### src/rtl/updown_counter_mod.sv
// updown_counter_mod: parametrised up/down modulo counter (0..limit) with
// synchronous load, wrap/saturate terminal behaviour and registered tc pulse.
// Optional prescaler enabled by defining COUNTER_PRESCALE_EN.
// Ports:
//   clk, rst      clock, synchronous active-high reset
//   en            count enable (also gates the prescaler)
//   dir           1 = up, 0 = down
//   sat           0 = wrap at terminal, 1 = hold at terminal
//   limit         modulo maximum
//   load/load_val synchronous load (wins over a step)
//   div           prescale divisor, step every div+1 enabled cycles
//   count         registered count
//   tc            registered terminal-count pulse
//   zero          count == 0
module updown_counter_mod #(
   parameter int WIDTH      = 8,
   parameter int PRESCALE_W = 4
) (
   input  logic                  clk,
   input  logic                  rst,
   input  logic                  en,
   input  logic                  dir,
   input  logic                  sat,
   input  logic [WIDTH-1:0]      limit,
   input  logic                  load,
   input  logic [WIDTH-1:0]      load_val,
   input  logic [PRESCALE_W-1:0] div,
   output logic [WIDTH-1:0]      count,
   output logic                  tc,
   output logic                  zero
);

   logic             tick;
   logic             step;
   logic [WIDTH-1:0] count_nxt;
   logic             tc_nxt;

`ifdef COUNTER_PRESCALE_EN
   logic [PRESCALE_W-1:0] pre;

   assign tick = (pre == div);

   // Counts enabled, non-load edges; clears on the tick edge. A div
   // lowered below pre lets pre run on and wrap before it matches.
   always_ff @(posedge clk) begin
      if (rst || load) begin
         pre <= '0;
      end else if (en) begin
         if (tick) pre <= '0;
         else      pre <= pre + 1'b1;
      end
   end
`else
   logic unused_div;

   assign unused_div = ^div;
   assign tick       = 1'b1;
`endif

   assign step = en && !load && tick;

   // Range checks come before the add/subtract so nothing overflows.
   always_comb begin
      count_nxt = count;
      tc_nxt    = 1'b0;
      if (load) begin
         count_nxt = load_val;
      end else if (step) begin
         if (count > limit) begin
            // out of range: snap back to limit, no pulse
            count_nxt = limit;
         end else if (dir) begin
            if (count == limit) begin
               tc_nxt = 1'b1;
               if (!sat) count_nxt = '0;
            end else begin
               count_nxt = count + 1'b1;
            end
         end else begin
            if (count == '0) begin
               tc_nxt = 1'b1;
               if (!sat) count_nxt = limit;
            end else begin
               count_nxt = count - 1'b1;
            end
         end
      end
   end

   always_ff @(posedge clk) begin
      if (rst) begin
         count <= '0;
         tc    <= 1'b0;
      end else begin
         count <= count_nxt;
         tc    <= tc_nxt;
      end
   end

   assign zero = (count == '0);

endmodule

### config.mk
export PLATFORM = sky130hd
export DESIGN_NAME = updown_counter_mod
export DESIGN_NICKNAME = d
export VERILOG_FILES = /design/src/rtl/updown_counter_mod.sv
export SDC_FILE = /design/constraint.sdc
export NUM_CORES = 1
export LEC_CHECK = 0
export CORE_MARGIN = 4
export CORE_UTILIZATION = 47
export CTS_BUF_LIST = sky130_fd_sc_hd__clkbuf_4 sky130_fd_sc_hd__clkbuf_8 sky130_fd_sc_hd__clkbuf_16
export DETAILED_ROUTE_END_ITERATION = 7
export PLACE_DENSITY = 0.8
export SLEW_MARGIN = 5
export SYNTH_ARGS = -nofsm -noshare
export SYNTH_HDL_FRONTEND = slang
export SYNTH_SLANG_ARGS = --single-unit
### constraint.sdc
create_clock -name clk -period 2.6 [get_ports clk]
set_clock_uncertainty 0.1 [all_clocks]
set_input_delay 0.65 -clock clk [delete_from_list [all_inputs] [get_ports clk]]
set_output_delay 0.65 -clock clk [all_outputs]
set_load 0.01 [all_outputs]
==> results.sh <==
export IMPL_ioPinCount=36
export IMPL_io_buffers=31
export IMPL_cp_start_kind="input pin"
export IMPL_via_per_inst=7.73
export IMPL_cts_tree="yes"
export IMPL_r2r_slack_ps=-10
export IMPL_hold_path_class="reg -> reg"
export IMPL_required_ps=2680
export IMPL_antenna_left=0
export IMPL_clkTransAtPathRegs_ps=90
export IMPL_yosysSeqAreaShare_pct=15.1
export IMPL_die_area_mm2=0.00340
export IMPL_drive_gt1_share_pct=43.4
export IMPL_fin_ws_ps=-289
export IMPL_layout_common_cells="50 x buf_4, 22 x clkdlybuf4s50_1, 10 x a21oi_1"
export IMPL_grt_first_pass_wirelength_mm=8.88
export IMPL_synthDistinctLibCells=52
export IMPL_leakagePower_nw=0.907
export IMPL_grt_pass1_vias=1797
export IMPL_cellPowerDensity_mw_per_mm2=441
export IMPL_setup_viol=9
export IMPL_clockBufferDepth=2
export IMPL_fin_tns_setup_ps=-1560
export IMPL_place_congestion=0.921
export IMPL_routed_wirelength_mm=7.85
export IMPL_hold_ws_ps=641
export IMPL_syn_to_final_growth_pct=81.1
export IMPL_stdcell_count=263
export IMPL_total_power_w=0.000951
export IMPL_syn_nets=190
export IMPL_antenna_found_initial=0
export IMPL_clk_latency_ps=300
export IMPL_multi_input_area_mm2=0.00113
export IMPL_synth_edf_count=0
export IMPL_syn_inst=153
export IMPL_hold_viol=0
export IMPL_drc=0
export IMPL_fp_row_count=17
export IMPL_drt_initial_drc_count=453
export IMPL_maxCapViolations=0
export IMPL_ys_flop_type="dfxtp_1"
export IMPL_drv_slew=0
export IMPL_ir_drop_uv=506
export IMPL_clock_fmax_ghz=0.346
export IMPL_syn_area_mm2=0.00119
export IMPL_path_class="in -> reg"
export IMPL_ys_ff_latch=9
export IMPL_syn_mean_instance_area_um2=7.79
export IMPL_initial_core_util_pct=51.4
export IMPL_final_common_cell="buf_4"
export IMPL_cts_buffers_inserted=3
export IMPL_hpwl_mm=3.52
export IMPL_grt_usage_pct=35.6
export IMPL_cts_sinks=9
export IMPL_synth_warnings=0
export IMPL_period_share_pct=111
export IMPL_die_height_um=58.3
export IMPL_nFillCells=74
export IMPL_cts_root_buf="clkbuf_4"
export IMPL_synth_area_leaders="dfxtp_1 15%, ha_1 12%, a21oi_1 5.0%, inv_1 4.7%, o21ai_0 3.8%"
export IMPL_wl_per_cell_um=29.8
export IMPL_seq_area_um2=181
export IMPL_place_inst=241
export IMPL_synth_top_cell_area_share_pct=15.1
export IMPL_antennaDiodeCount=0
export IMPL_die_width_um=58.3
export IMPL_worstPathMaxFanout=6
export IMPL_grt_overflow_total=0
export IMPL_crit_arrival_ps=2970
export IMPL_max_slew_margin_pct=65.7
export IMPL_nets=273
export IMPL_yosysTopAreaCell="dfxtp_1"
export IMPL_vias=2034
export IMPL_fin_util_pct=93.0
export IMPL_finalCriticalPeriod_ps=2890
export IMPL_grt_max_degree=15
export IMPL_tightest_slew_ps=512
export IMPL_h_tree_depth=1
export IMPL_failed_checks="negative setup slack"
export IMPL_crit_path_end_kind="register"
export IMPL_status="finished, violations left"
export IMPL_async_flop_share_pct=0
export IMPL_drt_pass1_iterations=7
export IMPL_core_area_mm2=0.00232
==> worst paths after layout <==
path	to	start	cells past startpoint
worst max-delay path	count[5]$_SDFFE_PP0P_	limit[5]	10
worst min-delay path	count[1]$_SDFFE_PP0P_	count[1]$_SDFFE_PP0P_	2
worst max register to register	count[0]$_SDFFE_PP0P_	count[5]$_SDFFE_PP0P_	9
worst min register to register	count[1]$_SDFFE_PP0P_	count[1]$_SDFFE_PP0P_	2
==> cell families after synthesis <==
group                      after synthesis  share of synthesized area [%]
xor gates and xnor gates                 6                           4.41
and+or+nand+nor                         44                           22.0
muxes                                    3                           2.52
adders and majority gates               11                           11.6
AOI/OAI and AO/OA                       58                           37.0
buffers and inverters                   22                           7.46
DFF                                      9                           15.1
==> per-stage QoR <==
stage	area, µm²	setup slack (ps)
floorplan	1190	132
global placement	1770	-532
detailed placement	1770	-621
CTS	1980	2.35
global route	2160	-225
finish	2160	-289
==> what timing repair did <==
| item | CTS | global route |
|---|---|---|
| setup buffers | 14 | 5 |
| pin swaps | 12 | 19 |
| gates resized for setup | 23 | 35 |
| hold buffers | 0 | 0 |
| endpoints found under the setup margin | 10 | 10 |
==> synth_stat cells (all sizes together) (3+ instances only) <==
master and count:
nand3 4, nand4 3, mux2i 3, o21ai 10, nor2b 3, o21a 3
xnor2 5, ha 11, a211oi 3, clkbuf 3, o22ai 4, o221ai 4
dfxtp 9, buf 4, inv 15, o31a 3, nor2 4, a21oi 12
nor3 8, nand2 11
==> power breakdown <==
part / internal (W) / switching (W) / leakage (nW) / total (W)
combinational: 0.000289 / 0.000338 / 0.814 / 0.000627
sequential: 0.000153 / 0.0000234 / 0.0749 / 0.000176
clock: 0.0000703 / 0.0000772 / 0.0184 / 0.000147
==> final cells by class <==
class	count	area share [%]
multi-input combinational	122	52.3
timing repair buffer	85	33.7
sequential	9	8.41
inverter	15	2.61
tap	28	1.62
clock buffer	4	1.39
==> state kept, by name, summed over array words and instances (netlist names) <==
name	cells
count	8
tc	1
==> critical path, cell delays in order <==
cell           delay (ps)
dlygate4sd2_1         260
inv_2                  80
ha_4                  290
nand4_1               190
buf_4                 200
nor2_4                200
a211oi_4              120
nor3_2                410
nand2_1               180
a311oi_2              380
==> layer usage <==
| layer | vias up | global-route usage, % | routed length (µm) |
|---|---|---|---|
| met3 | 112 | 5.70 | 1270 |
| met5 | - | 0 | 0 |
| met1 | 885 | 41.0 | 2580 |
| li1 | 753 | - | - |
| met4 | 0 | 23.8 | 900 |
| met2 | 284 | 60.0 | 3090 |
No activity file was read; power rests on OpenSTA's default activity.
